### src/rtl/btn_pkg.sv
// ============================================================================
// Module      : btn_pkg
// Description : Shared definitions for the button conditioner: per-channel
//               FSM state encoding and a counter width helper.
// Revision    : 1.0 - initial multi-channel release
// ============================================================================
`default_nettype none

package btn_pkg;

  // Per-channel FSM state encoding
  typedef logic [1:0] btn_state_t;

  localparam btn_state_t ST_IDLE   = 2'd0;
  localparam btn_state_t ST_FIRE   = 2'd1;
  localparam btn_state_t ST_HOLD   = 2'd2;
  localparam btn_state_t ST_REPEAT = 2'd3;

  // Number of bits needed to hold values 0..max_value (never less than 1)
  function automatic int unsigned bit_width(input int unsigned max_value);
    int unsigned w;
    w = 1;
    for (int i = 1; i < 32; i++) begin
      if ((max_value >> i) != 0) w = i + 1;
    end
    return w;
  endfunction

endpackage : btn_pkg

`default_nettype wire

### src/rtl/button_channel.sv
// ============================================================================
// Module      : button_channel
// Description : One button channel: 2-flop synchroniser, debounce counter,
//               press/release/repeat FSM with registered outputs.
// Revision    : 1.0 - initial multi-channel release
// ============================================================================
`default_nettype none

module button_channel
  import btn_pkg::*;
#(
  parameter int unsigned DEBOUNCE_CYCLES = 16,
  parameter int unsigned REPEAT_EN       = 0,
  parameter int unsigned REPEAT_DELAY    = 50,
  parameter int unsigned REPEAT_RATE     = 10
) (
  input  logic CLK,
  input  logic RESET,
  input  logic BUTTON_N,
  output logic PRESS_PULSE,
  output logic RELEASE_PULSE,
  output logic HELD
);

  // The debounce counter never holds DEBOUNCE_CYCLES itself: it clears on the
  // cycle the count would reach it.
  localparam int unsigned c_DB_W    = bit_width(DEBOUNCE_CYCLES - 1);
  localparam int unsigned c_RPT_MAX = (REPEAT_DELAY > REPEAT_RATE) ? (REPEAT_DELAY - 1)
                                                                   : (REPEAT_RATE - 1);
  localparam int unsigned c_RPT_W   = bit_width(c_RPT_MAX);

  localparam logic [c_DB_W-1:0]  c_DB_LAST    = c_DB_W'(DEBOUNCE_CYCLES - 1);
  localparam logic [c_RPT_W-1:0] c_DELAY_LOAD = c_RPT_W'(REPEAT_DELAY - 1);
  localparam logic [c_RPT_W-1:0] c_RATE_LOAD  = c_RPT_W'(REPEAT_RATE - 1);
  localparam logic               c_REPEAT_ON  = (REPEAT_EN != 0);

  logic               r_sync1;
  logic               r_sync2;
  logic               r_db_state;   // 1 = debounced pressed
  logic [c_DB_W-1:0]  r_db_cnt;
  btn_state_t         r_state;
  logic [c_RPT_W-1:0] r_rpt_cnt;

  logic w_pressed_now;
  logic w_differ;

  assign w_pressed_now = ~r_sync2;
  assign w_differ      = (w_pressed_now != r_db_state);

  // Two-flop synchroniser for the asynchronous raw button (idle high)
  always_ff @(posedge CLK) begin
    if (!RESET) begin
      r_sync1 <= 1'b1;
      r_sync2 <= 1'b1;
    end else begin
      r_sync1 <= BUTTON_N;
      r_sync2 <= r_sync1;
    end
  end

  // Debounce: count consecutive disagreeing cycles, flip the level on the last
  always_ff @(posedge CLK) begin
    if (!RESET) begin
      r_db_state <= 1'b0;
      r_db_cnt   <= '0;
    end else if (!w_differ) begin
      r_db_cnt <= '0;
    end else if (r_db_cnt == c_DB_LAST) begin
      r_db_state <= w_pressed_now;
      r_db_cnt   <= '0;
    end else begin
      r_db_cnt <= r_db_cnt + c_DB_W'(1);
    end
  end

  // Press/release/repeat FSM; the repeat counter is loaded on entry to FIRE or
  // REPEAT and counts down through that pulse cycle, so repeats land exactly
  // REPEAT_DELAY / REPEAT_RATE cycles after the previous pulse.
  always_ff @(posedge CLK) begin
    if (!RESET) begin
      r_state       <= ST_IDLE;
      r_rpt_cnt     <= '0;
      PRESS_PULSE   <= 1'b0;
      RELEASE_PULSE <= 1'b0;
      HELD          <= 1'b0;
    end else begin
      PRESS_PULSE   <= 1'b0;
      RELEASE_PULSE <= 1'b0;
      case (r_state)
        ST_IDLE: begin
          if (r_db_state) begin
            r_state     <= ST_FIRE;
            PRESS_PULSE <= 1'b1;
            HELD        <= 1'b1;
            r_rpt_cnt   <= c_DELAY_LOAD;
          end
        end
        ST_FIRE, ST_REPEAT: begin
          r_state   <= ST_HOLD;
          r_rpt_cnt <= r_rpt_cnt - c_RPT_W'(1);
        end
        ST_HOLD: begin
          if (!r_db_state) begin
            r_state       <= ST_IDLE;
            RELEASE_PULSE <= 1'b1;
            HELD          <= 1'b0;
          end else if (c_REPEAT_ON && (r_rpt_cnt == '0)) begin
            r_state     <= ST_REPEAT;
            PRESS_PULSE <= 1'b1;
            r_rpt_cnt   <= c_RATE_LOAD;
          end else if (r_rpt_cnt != '0) begin
            r_rpt_cnt <= r_rpt_cnt - c_RPT_W'(1);
          end
        end
        default: begin
          r_state <= ST_IDLE;
          HELD    <= 1'b0;
        end
      endcase
    end
  end

endmodule : button_channel

`default_nettype wire

### src/rtl/button_conditioner.sv
// ============================================================================
// Module      : button_conditioner
// Description : NUM_BTN independent debounced button channels with press,
//               release and optional auto-repeat pulses plus a combined
//               any-press flag.
// Revision    : 1.0 - initial multi-channel release
// ============================================================================
`default_nettype none

module button_conditioner
  import btn_pkg::*;
#(
  parameter int unsigned NUM_BTN         = 4,
  parameter int unsigned DEBOUNCE_CYCLES = 16,
  parameter int unsigned REPEAT_EN       = 0,
  parameter int unsigned REPEAT_DELAY    = 50,
  parameter int unsigned REPEAT_RATE     = 10
) (
  input  logic               CLK,
  input  logic               RESET,
  input  logic [NUM_BTN-1:0] BUTTON_N,
  output logic [NUM_BTN-1:0] PRESS_PULSE,
  output logic [NUM_BTN-1:0] RELEASE_PULSE,
  output logic [NUM_BTN-1:0] HELD,
  output logic               ANY_PRESS
);

  for (genvar i = 0; i < NUM_BTN; i++) begin : g_chan
    button_channel #(
      .DEBOUNCE_CYCLES (DEBOUNCE_CYCLES),
      .REPEAT_EN       (REPEAT_EN),
      .REPEAT_DELAY    (REPEAT_DELAY),
      .REPEAT_RATE     (REPEAT_RATE)
    ) u_chan (
      .CLK           (CLK),
      .RESET         (RESET),
      .BUTTON_N      (BUTTON_N[i]),
      .PRESS_PULSE   (PRESS_PULSE[i]),
      .RELEASE_PULSE (RELEASE_PULSE[i]),
      .HELD          (HELD[i])
    );
  end

  // Pulse bits are registered, so the OR is glitch-free
  assign ANY_PRESS = |PRESS_PULSE;

endmodule : button_conditioner

`default_nettype wire

### config.mk
export PLATFORM = sky130hd
export DESIGN_NAME = button_conditioner
export DESIGN_NICKNAME = d
export VERILOG_FILES = /design/src/rtl/btn_pkg.sv /design/src/rtl/button_channel.sv /design/src/rtl/button_conditioner.sv
export SDC_FILE = /design/constraint.sdc
export NUM_CORES = 1
export LEC_CHECK = 0
export BUFFER_PORTS_ARGS = -buffer_cell sky130_fd_sc_hd__buf_4
export CAP_MARGIN = 20
export CORE_MARGIN = 4
export CORE_UTILIZATION = 61
export DETAILED_ROUTE_END_ITERATION = 10
export PLACE_DENSITY = 0.91
export RECOVER_POWER = 100
export SLEW_MARGIN = 10
export SYNTH_ARGS = -nofsm -noshare
export SYNTH_HDL_FRONTEND = slang
export SYNTH_SLANG_ARGS = --single-unit
### constraint.sdc
create_clock -name CLK -period 1.5 [get_ports CLK]
set_input_delay 0.3 -clock CLK [delete_from_list [all_inputs] [get_ports CLK]]
set_output_delay 0.3 -clock CLK [all_outputs]
set_load 0.05 [all_outputs]
**After elaboration in Yosys (flattened, before gate mapping)**

Index checks and enable logic that the tools add are counted.

- Output and inout port bits: 13
- Register bits after elaboration: 48
- Logic and storage cells: 142

- Bitwise gates (word level): 9
- Equal/unequal tests: 28
- Multiplexer cells: 32
- $add $sub $neg: 4
- Reductions and logical operators: 37

Operator list:

| cell | number |
|---|---|
| $reduce_and 2->1 | 16 |
| $pmux 2 s3 | 4 |
| $add 4x1->4 const B | 4 |
| $eq 2x2->1 const B | 8 |
| $eq 4x4->1 const B | 4 |
| $mux 1 | 16 |
| $mux 2 | 8 |
| $reduce_and 3->1 | 4 |
| $reduce_or 3->1 | 4 |
| $not 1->1 | 9 |
| $eq 2x1->1 const B | 4 |
| $logic_not 2->1 | 4 |
| $ne 2x1->1 const B | 4 |
| $ne 2x2->1 const B | 4 |
| $pmux 1 s2 | 4 |
| $reduce_bool 2->1 | 4 |
| $reduce_or 2->1 | 4 |
| $ne 1x1->1 | 4 |
| $reduce_or 4->1 | 1 |

**Longest topological paths before layout**

Gate-level depths: netlist (run 1).

- Depth in word-level cells: 4
- Mapped depth: 4
- Mapped depth without buffers: 4

**By module**

A second synthesis (run 1) with hierarchy kept.

- Cells, all modules: 153
- Area, all modules: 1704.1 um^2

By module, submodules not included:

| module | seq. area each (um^2) | cells each | area an instance (um^2) | times used |
|---|---|---|---|---|
| button_channel (g_chan[0].u_chan ...) | 240.2 | 38 | 425.4 | 3 |
| button_channel (g_chan[3].u_chan) | 240.2 | 38 | 420.4 | 1 |
| button_conditioner | 0.0 | 1 | 7.5 | 1 |

**Worst setup path after synthesis (run 1)**

OpenSTA, ideal clock, no wires.

- Path type: register to output
- Start point: reg g_chan[1].u_chan.PRESS_PULSE
- End point: out ANY_PRESS
- Data arrival time: 1056 ps
- Path slack: 144 ps
- Cell stages (with the launch flop): 2
- Cell sequence: dfxtp_1 or4_1

- Word-level cells in the longest chain between the ends: 1

Ends and longest elaborated chain:

| element | line | RTL |
|---|---|---|
| start: declaration | button_channel.sv:20 | `output logic PRESS_PULSE,` |
| start signal: assignment | button_channel.sv:83 | `PRESS_PULSE <= 1'b0;` |
| start signal: assignment | button_channel.sv:87 | `PRESS_PULSE <= 1'b0;` |
| start signal: assignment | button_channel.sv:93 | `PRESS_PULSE <= 1'b1;` |
| $reduce_or 4->1 | button_conditioner.sv:45 | `assign ANY_PRESS = \|PRESS_PULSE;` |
| end: declaration | button_conditioner.sv:25 | `output logic ANY_PRESS` |

No other way between the ends.

**Worst setup path after layout (run 1)**

Ends and elaborated chain as after synthesis.

==> key figures, run 1 <==
Synth
  – Synth cell types: 23
  – Synth area leader: dfxtp_1
  – Post-Synth Simple-Gate Area: 23.0%
  – Number of synthesized register bits: 48
  – Post-synthesis adder-cell area fraction: 2.79%
  – Synth area leaders: dfxtp_1 54%, and4bb_2 6.3%, buf_4 5.9%
  – Post-synth top cells: 48 x dfxtp_1, 14 x buf_4, 14 x nor2_1, 12 x nand3_1, 9 x and4bb_2
  – Compound-cell area share of the yosys netlist: 6.98%
  – Fraction of registers with async set/reset: 0%
  – Net Count, Synth: 181
  – Synthesized cell area: 1790 µm²
  – Post-synth EDFFs: 0
  – Mapped Cells: 171
  – Main combinational cell family by area after synthesis: simple AND/OR/NAND/NOR gates
  – XOR/XNOR Fraction of Synth Area: 5.87%
  – Multiplexer area fraction after synthesis: 0%
  – Syn Area/Cell: 10.5 µm²
  – Top-count cell post-synth: dfxtp_1
  – Sequential element share of the synthesized area: 53.6%
  – Area share of the largest cell type after synthesis: 53.6%
  – Synth Flop Type: dfxtp_1
  – Synth warn: 0

Die
  – Core area: 2780 µm²
  – Row count: 19
  – Initial core utilization: 64.4%
  – Die width: 62.2 µm
  – Ports: 19
  – Die area: 3870 µm²
  – Die height: 62.2 µm

Route
  – Total Wirelength: 2700 µm
  – Post-route ant nets: 0
  – DRC errors left: 0
  – Starting DRT DRC Count: 44
  – Post-DR vias/cell: 5.35
  – TritonRoute pass-1 iters: 4
  – Routed via count: 1134
  – Wire length per cell: 12.7 µm

STA
  – Final Hold Vio Count: 0
  – Least-Margin Pin Slew: 1350 ps
  – Fmax: 592 MHz
  – Worst Skew: 11.5 ps
  – Worst slew margin: 10.1%
  – Worst Slack Setup Final: -188 ps
  – Tmin final: 1690 ps
  – Crit share post-route: 113%
  – RSZ-0062 raised after global routing: true
  – Setup-failing EPs final: 1
  – Slew Viols, Final: 0

Final layout
  – Multi-input logic area: 697 µm²
  – Fill cell count: 213
  – Diode count: 0
  – Fin util: 68.7%
  – Layout net count: 190
  – Layout cells sized above 1: 19.9%
  – Storage cell area: 962 µm²
  – Area growth syn-to-layout: 6.70%

Clocking
  – Clock latency on the worst-skew pair: 360 ps
  – CTS tree: built
  – CTS Hold Buffers Added: 0
  – H-tree levels: 2
  – CTS buffer count: 5
  – Clock sink total: 48
  – Root buffer cell: clkbuf_4
  – Longest Clk Path Bufs: 2
  – Setup bufs post-CTS: 0
  – Clk slew on worst S/H paths: 130 ps

Critical path
  – Critical Path Start Type: flip-flop
  – Max incr delay on CP: 520 ps
  – CP Data Arrival Time: 1390 ps
  – Crit-path cells: or4_4, buf_6
  – Setup CP Type: flip-flop to primary output
  – CP max FO: 2
  – CP startpoint: g_chan[1].u_chan.PRESS_PULSE
  – Critical path data required time: 1200 ps
  – Crit end category: primary output
  – Reg-to-Reg Start: g_chan[3].u_chan.r_db_cnt[0]
  – Slowest cell on crit path: or4_4
  – Flop2flop setup slack: 340 ps

GRT
  – Vias in the first global route: 1141
  – GRT Util Overall: 15.2%
  – Initial antenna violation count: 0
  – Pin count of the biggest net entering global routing: 41
  – Global-route wire length before repair: 4680 µm
  – GRT overflow: 0

Min path
  – HP Class: input port to flip-flop
  – Worst Hold Launch: BUTTON_N[1]

Placed design
  – Post-DP HPWL: 1940 µm
  – Buffers on Ports: 18
  – RePlAce Congestion: 0.664

Pwr
  – Design Power: 1940 µW
  – Pwr dens: 1020 nW/µm²
  – Leakage Power: 0.000774 µW
  – VDD IR max: 933 µV

Run status
  – Status: finished, violations left
  – Failing checks: negative setup slack

Job
  – Max-Cap Viols: 0
## power by group
part / internal (µW) / switching [µW]
combinational: 23.3 / 21.8
clock: 223 / 378
sequential: 1290 / 6.12
## metrics by stage
step           setup WS [ps]  hold WS [ps]  setup TNS [ps]  std cells  cell area, µm²
6_report                -188           114            -188        212            1910
4_1_cts                 -202          99.1            -202        212            1920
2_1_floorplan            144           386               0        171            1790
3_3_place_gp             213           390               0        204            1850
3_5_place_dp             201           400               0        204            1850
5_1_grt                 -226          94.9           -1470        212            1910
## final timing paths
check | end | cells past startpoint
worst max-delay path | ANY_PRESS | 2
worst min-delay path | g_chan[1].u_chan.r_sync1 | 2
worst max register to register | g_chan[3].u_chan.r_db_state | 4
worst min register to register | g_chan[2].u_chan.r_sync2 | 1
## cell families after synthesis
logic type / after synthesis
DFF: 48
and+or+nand+nor: 65
xor gates and xnor gates: 12
buffers and inverters: 22
adders and majority gates: 4
AOI/OAI and AO/OA: 20
## area by class of cell
| type | instances | share of cell area [%] |
|---|---|---|
| inverters | 6 | 1.18 |
| repair buffers | 18 | 6.81 |
| flip-flops and latches | 48 | 50.3 |
| clock inverters | 2 | 0.524 |
| multi-input cells | 101 | 36.5 |
| well taps | 31 | 2.03 |
| clock buffers | 6 | 2.68 |
## what timing repair did
action | 4_1_cts | 5_1_grt
resized for setup | 1 | 2
pin swaps | 0 | 0
endpoints found under the setup margin | 1 | 1
## registers in the layout, summed over array words and instances, names as in the netlist
signal	count
g_chan.u_chan.r_state	8
g_chan.u_chan.HELD	4
g_chan.u_chan.RELEASE_PULSE	4
g_chan.u_chan.PRESS_PULSE	4
g_chan.u_chan.r_db_state	4
g_chan.u_chan.r_sync1	4
g_chan.u_chan.r_db_cnt	16
g_chan.u_chan.r_sync2	4
## per-layer routing
metal | vias up | share of wire (%) | wire length, µm | track usage [%]
met2 | 23 | 53 | 1420 | 27.1
li1 | 582 | - | - | -
met1 | 520 | 39 | 1070 | 14.9
met5 | - | 0 | 0 | 0
met3 | 9 | 4.9 | 131 | 4.50
met4 | 0 | 2.9 | 77 | 9.76
## worst max-delay path: cells and delay by family, from the launching register on
family	cells	cell delay, ps
buf+inv	1	170
flops	1	340
simple gates	1	520
## cells in the final DEF, fill, tap and decap left out
master    instances
or2_0             4
clkbuf_8          1
o21bai_1          2
clkbuf_2          2
nand2b_1          8
nor4bb_1          1
clkinv_2          2
nor2b_1           6
nand2_1           4
clkbuf_1          1
nor4b_1           2
dfxtp_2           1
or4_4             1
a21boi_0          8
ha_1              4
o21ai_0           6
inv_1             6
nor2_1           14
clkbuf_4          5
and3_1            4
buf_4            14
xor2_1            8
xnor2_1           4
buf_6             1
dfxtp_1          47
a21oi_1           4
and4bb_2          9
nand3_1          12
(Power assumes the default switching activity.)
==> inputs of run 2 (changes only) <==
--- a/config.mk
+++ b/config.mk
@@ -8,9 +8,10 @@
 export BUFFER_PORTS_ARGS = -buffer_cell sky130_fd_sc_hd__buf_4
 export CAP_MARGIN = 20
 export CORE_MARGIN = 4
-export CORE_UTILIZATION = 61
+export CORE_UTILIZATION = 60
 export DETAILED_ROUTE_END_ITERATION = 10
-export PLACE_DENSITY = 0.91
+export HOLD_SLACK_MARGIN = 0.03
+export PLACE_DENSITY = 0.9
 export RECOVER_POWER = 100
 export SLEW_MARGIN = 10
 export SYNTH_ARGS = -nofsm -noshare
==> key figures, run 2 (same netlist as run 1, synthesis figures left out) <==
Critical path
  – CP max FO: 2 (unchanged)
  – CP Data Arrival Time: 1380 ps (about the same)
  – Reg-to-Reg Start: g_chan[0].u_chan.r_db_cnt[0]
  – Setup CP Type: flip-flop to primary output
  – FF-to-FF path depth: 4 (unchanged)
  – Worst R2R End: g_chan[0].u_chan.r_db_state
  – Crit end category: primary output
  – Critical Path Start Type: flip-flop
  – Critical path data required time: 1200 ps (about the same)
  – Flop2flop setup slack: 360 ps (+20 ps)

Clocking
  – Longest Clk Path Bufs: 2 (unchanged)
  – Clock sink total: 48 (unchanged)
  – Clock latency on the worst-skew pair: 350 ps (about the same)
  – Root buffer cell: clkbuf_4
  – H-tree levels: 2 (unchanged)
  – CTS buffer count: 5 (unchanged)
  – CTS tree: built
  – Setup bufs post-CTS: 0 (unchanged)
  – Clk slew on worst S/H paths: 120 ps (about the same)

STA
  – Crit share post-route: 112% (-0.32 points)
  – Final Hold Vio Count: 0 (unchanged)
  – Setup-failing EPs final: 1 (unchanged)
  – RSZ-0062 raised after global routing: true
  – Least-Margin Pin Slew: 1320 ps (-31.2 ps)
  – Slew Viols, Final: 0 (unchanged)
  – Worst Skew: 7.32 ps (-4.17 ps)
  – Fmax: 594 MHz (+0.29%)
  – Worst Slack Setup Final: -183 ps (+4.82 ps)
  – Tmin final: 1680 ps (-4.82 ps)
  – Worst slew margin: 12.2% (+2.1 points)

Final layout
  – Layout net count: 190 (unchanged)
  – Storage cell area: 963 µm² (+0.13%)
  – Fin util: 68.2% (-0.58 points)
  – Fin area: 1910 µm² (unchanged)
  – Most common cell after layout, fill and taps aside: dfxtp_1
  – Diode count: 0 (unchanged)
  – Fill cell count: 221 (+3.8%)
  – Area growth syn-to-layout: 6.70% (unchanged)
  – Most frequent cells in the layout: 46 x dfxtp_1, 14 x nor2_1, 13 x buf_4
  – Multi-input logic area: 697 µm² (unchanged)
  – Layout cells sized above 1: 19.3% (-0.55 points)
  – Largest register FFs: 16 (unchanged)
  – Largest Register: g_chan.u_chan.r_db_cnt
  – Regs by FF count: g_chan.u_chan.r_db_cnt: 16 flops, g_chan.u_chan.r_state: 8 flops

Placed design
  – Post-DP Area: 1850 µm² (unchanged)
  – RePlAce Congestion: 0.724 (+9.0%)
  – Post-DP HPWL: 1840 µm (-5.1%)
  – Pre-CTS WS: 199 ps (-1.54 ps)
  – Buffers on Ports: 18 (unchanged)

GRT
  – Initial antenna violation count: 0 (unchanged)
  – GRT overflow: 0 (unchanged)
  – Pin count of the biggest net entering global routing: 41 (unchanged)
  – Vias in the first global route: 1149 (+0.70%)
  – GRT Util Overall: 15.2% (about the same)
  – Global-route wire length before repair: 4770 µm (+1.9%)

Route
  – TritonRoute pass-1 iters: 4 (unchanged)
  – Starting DRT DRC Count: 60 (+36%)
  – Routed via count: 1128 (-0.53%)
  – Post-DR vias/cell: 5.32 (-0.53%)
  – DRC errors left: 0 (unchanged)
  – Total Wirelength: 2590 µm (-4.1%)
  – Wire length per cell: 12.2 µm (-4.1%)
  – Post-route ant nets: 0 (unchanged)

Job
  – Max-Cap Viols: 0 (unchanged)

Die
  – Initial core utilization: 63.9% (-0.55 points)
  – Ports: 19 (unchanged)
  – Core area: 2810 µm² (+0.85%)
  – Row count: 19 (unchanged)
  – Die area: 3920 µm² (+1.5%)
  – Die height: 62.6 µm (+0.72%)
  – Die width: 62.6 µm (+0.72%)

Pwr
  – VDD IR max: 760 µV (-19%)
  – Leakage Power: 0.000770 µW (-0.61%)
  – Pwr dens: 1010 nW/µm² (-0.34%)

Min path
  – Hold path endpoint: g_chan[0].u_chan.r_sync1
  – Worst Hold Launch: BUTTON_N[0]
  – HP Class: input port to flip-flop
  – Hold Path Depth: 2 (unchanged)

Run status
  – Status: finished, violations left
  – Failing checks: negative setup slack
==> run 2: cell count changes in the layout (fill, tap and decap cells not counted) <==
cell and delta:
buf_4 -1, buf_6 -1, buf_8 +1, clkbuf_1 +2, clkbuf_2 +1, clkinv_2 -2, dfxtp_1 -1, dfxtp_2 +1
==> run 2: stage by stage <==
stage / hold WS [ps] / TNS (ps) / power, µW / cells
after detailed placement: 392 / 0 / 1370 / 204
after CTS: 112 / -187 / 1950 / 212
after global routing: 95.5 / -1840 / 2030 / 212
final: 125 / -183 / 1930 / 212
after floorplan: 386 / 0 / 1360 / 171
after global placement: 390 / 0 / 1360 / 204
==> run 2: worst max-delay path, stage by stage, from the launching register on <==
cell	delay, ps
dfxtp_2	340
or4_4	530
buf_8	170
==> run 2: worst max-delay path by stage <==
stage	startpoint	end	slack [ps]	cells after the start
floorplan	g_chan[1].u_chan.PRESS_PULSE	ANY_PRESS	140	1
detailed placement	g_chan[1].u_chan.PRESS_PULSE	ANY_PRESS	200	2
CTS	g_chan[2].u_chan.PRESS_PULSE	ANY_PRESS	-190	2
global placement	g_chan[1].u_chan.PRESS_PULSE	ANY_PRESS	210	2
global route	g_chan[2].u_chan.PRESS_PULSE	ANY_PRESS	-240	2
finish	g_chan[2].u_chan.PRESS_PULSE	ANY_PRESS	-180	2
==> run 2: routing by layer <==
layer  global-route usage (%)  vias to the layer above  part of all wire [%]
met5                        0                        -                     0
met1                     16.1                      511                    42
met4                     7.16                        0                   2.0
met2                     26.5                       29                    50
li1                         -                      582                     -
met3                     5.58                        6                   5.6
==> run 2: area by class of cell <==
class                   count  area share (%)
flip-flops and latches     48            50.4
inverters                   6            1.18
well taps                  31            2.03
multi-input cells         101            36.5
repair buffers             18            6.87
clock buffers               8            3.08
==> run 2: report_power, final <==
group	switching, µW	leakage, µW	internal (µW)
sequential	6.31	0.000390	1290
clock	363	0.0000326	232
combinational	21.8	0.000347	23.3
==> run 2: timing repair <==
action | 4_1_cts | 5_1_grt
pin swaps | 1 | 0
endpoints found under the setup margin | 1 | 1
gates resized for setup | 4 | 1
hold buffers | 0 | 0
gates cloned | 0 | 0
==> inputs of run 3 (changes only) <==
--- a/config.mk
+++ b/config.mk
@@ -11,7 +11,7 @@
 export CORE_UTILIZATION = 60
 export DETAILED_ROUTE_END_ITERATION = 10
 export HOLD_SLACK_MARGIN = 0.03
-export PLACE_DENSITY = 0.9
+export PLACE_DENSITY_LB_ADDON = 0.12
 export RECOVER_POWER = 100
 export SLEW_MARGIN = 10
 export SYNTH_ARGS = -nofsm -noshare
==> key figures, run 3 (same netlist as run 1, synthesis figures left out) <==
Clocking
  – H-tree levels: 2 (unchanged)
  – CTS Hold Buffers Added: 0 (unchanged)
  – Longest Clk Path Bufs: 2 (unchanged)
  – Clk slew on worst S/H paths: 130 ps (about the same)
  – Root buffer cell: clkbuf_4
  – CTS buffer count: 5 (unchanged)
  – CTS tree: built
  – Clock sink total: 48 (unchanged)
  – Clock latency on the worst-skew pair: 340 ps (about the same)

Critical path
  – FF-to-FF path depth: 4 (unchanged)
  – Critical path data required time: 1200 ps (about the same)
  – CP Data Arrival Time: 1380 ps (about the same)
  – Setup CP Type: flip-flop to primary output
  – Buf/Inv on CP: 1 (unchanged)
  – Slowest cell on crit path: or4_4
  – Max incr delay on CP: 530 ps (about the same)
  – CP max FO: 2 (unchanged)
  – CP top delay family: simple AND/OR/NAND/NOR gates
  – Crit end category: primary output
  – WP depth: 2 (unchanged)
  – Crit-path cells: or4_4, buf_6
  – Critical Path Start Type: flip-flop

Final layout
  – Regs by FF count: g_chan.u_chan.r_db_cnt: 16 flops, g_chan.u_chan.r_state: 8 flops
  – Area growth syn-to-layout: 7.33%
  – Most common cell after layout, fill and taps aside: dfxtp_1
  – Diode count: 0 (unchanged)
  – Most frequent cells in the layout: 47 x dfxtp_1, 14 x nor2_1, 12 x nand3_1
  – Layout cells sized above 1: 19.9% (+0.55 points)
  – Largest register FFs: 16 (unchanged)
  – Largest Register: g_chan.u_chan.r_db_cnt
  – Layout net count: 190 (unchanged)

Die
  – Row count: 19 (unchanged)
  – Core area: 2810 µm² (unchanged)
  – Die width: 62.6 µm (unchanged)
  – Die area: 3920 µm² (unchanged)
  – Initial core utilization: 63.9% (unchanged)
  – Die height: 62.6 µm (unchanged)
  – Ports: 19 (unchanged)

Route
  – Starting DRT DRC Count: 55 (-8.3%)
  – Wire length per cell: 11.6 µm (-5.2%)
  – Post-route ant nets: 0 (unchanged)
  – Post-DR vias/cell: 5.38 (+1.1%)
  – Total Wirelength: 2450 µm (-5.2%)
  – DRC errors left: 0 (unchanged)
  – Routed via count: 1140 (+1.1%)
  – TritonRoute pass-1 iters: 4 (unchanged)

Pwr
  – Sw Share: 18.5% (-1.8 points)
  – Net Sw Power: 397 µW (+1.5%)
  – Design Power: 2150 µW (+11%)
  – Comb power frac: 2.1% (-0.2 points)
  – P_int: 1750 µW (+14%)
  – Seq pwr share: 60.1% (-6.8 points)
  – VDD IR max: 814 µV (+7.0%)
  – Leakage Power: 0.000781 µW (+1.4%)
  – Clock share of power: 37.8% (+7.0 points)
  – Pwr dens: 1120 nW/µm² (+11%)

STA
  – Worst slew margin: 12.3% (+0.12 points)
  – Tmin final: 1680 ps (-1.47 ps)
  – Slew Viols, Final: 0 (unchanged)
  – Fmax: 595 MHz (about the same)
  – Setup-failing EPs final: 1 (unchanged)
  – Final Hold Vio Count: 0 (unchanged)
  – Crit share post-route: 112% (about the same)
  – RSZ-0062 raised after global routing: true
  – TNS Setup: -182 ps (+1.47 ps)
  – Worst Slack Setup Final: -182 ps (+1.47 ps)
  – Worst Skew: 9.40 ps (+2.07 ps)
  – Least-Margin Pin Slew: 1320 ps (-1.74 ps)

GRT
  – Vias in the first global route: 1154 (+0.44%)
  – Initial antenna violation count: 0 (unchanged)
  – GRT Util Overall: 15.1% (-0.12 points)
  – Pin count of the biggest net entering global routing: 41 (unchanged)
  – Global-route wire length before repair: 4800 µm (+0.73%)
  – GRT overflow: 0 (unchanged)

Run status
  – Status: finished, violations left
  – Failing checks: negative setup slack

Placed design
  – Buffers on Ports: 18 (unchanged)
  – Post-DP HPWL: 1780 µm (-3.3%)
  – RePlAce Congestion: 0.746 (+3.1%)

Min path
  – HP Class: input port to flip-flop
  – Hold Path Depth: 2 (unchanged)

Job
  – Max-Cap Viols: 0 (unchanged)
## run 3: worst paths after layout
check	slack, ps	from	to
max	-180	g_chan[1].u_chan.PRESS_PULSE	ANY_PRESS
min	130	BUTTON_N[1]	g_chan[1].u_chan.r_sync1
max reg2reg	370	g_chan[1].u_chan.r_db_cnt[0]	g_chan[1].u_chan.r_db_state
min reg2reg	420	g_chan[2].u_chan.r_sync1	g_chan[2].u_chan.r_sync2
## run 3: routing by layer
metal	wire (µm)	global-route usage (%)
met5	0	0
met4	35	7.16
met3	128	4.86
met2	1170	25.0
met1	1120	17.4
## run 3: timing repair
action / 4_1_cts / 5_1_grt
setup buffers: 0 / 0
cloned: 0 / 0
endpoints found under the hold margin: 0 / 0
setup endpoints to repair: 1 / 1
gates resized for setup: 2 / 1
## run 3: area by class of cell
type / count / area, µm²
sequential: 48 / 962
fill: 219 / 882
multi-input combinational: 101 / 697
timing repair buffer: 18 / 108
clock buffer: 7 / 65.1
tap: 31 / 38.8
clock inverter: 1 / 30.0
inverter: 6 / 22.5
## run 3: power by group through the flow
stage                     clock network (µW)  registers (µW)  logic (µW)
after floorplan                            0            1320        34.7
after global placement                     0            1320        43.6
after detailed placement                   0            1320        45.4
after CTS                                837            1290        45.2
after global routing                     903            1300        50.3
final                                    813            1290        44.3
## run 3: stage by stage
| step | setup WS, ps | cells | util (%) | cell area, µm² | hold WS (ps) |
|---|---|---|---|---|---|
| final | -182 | 212 | 68.6 | 1920 | 127 |
| after global routing | -242 | 212 | 68.6 | 1920 | 115 |
| after CTS | -196 | 212 | 69.6 | 1950 | 114 |
| after detailed placement | 174 | 204 | 66.0 | 1850 | 397 |
| after global placement | 214 | 204 | 66.0 | 1850 | 390 |
| after floorplan | 144 | 171 | - | 1790 | 386 |
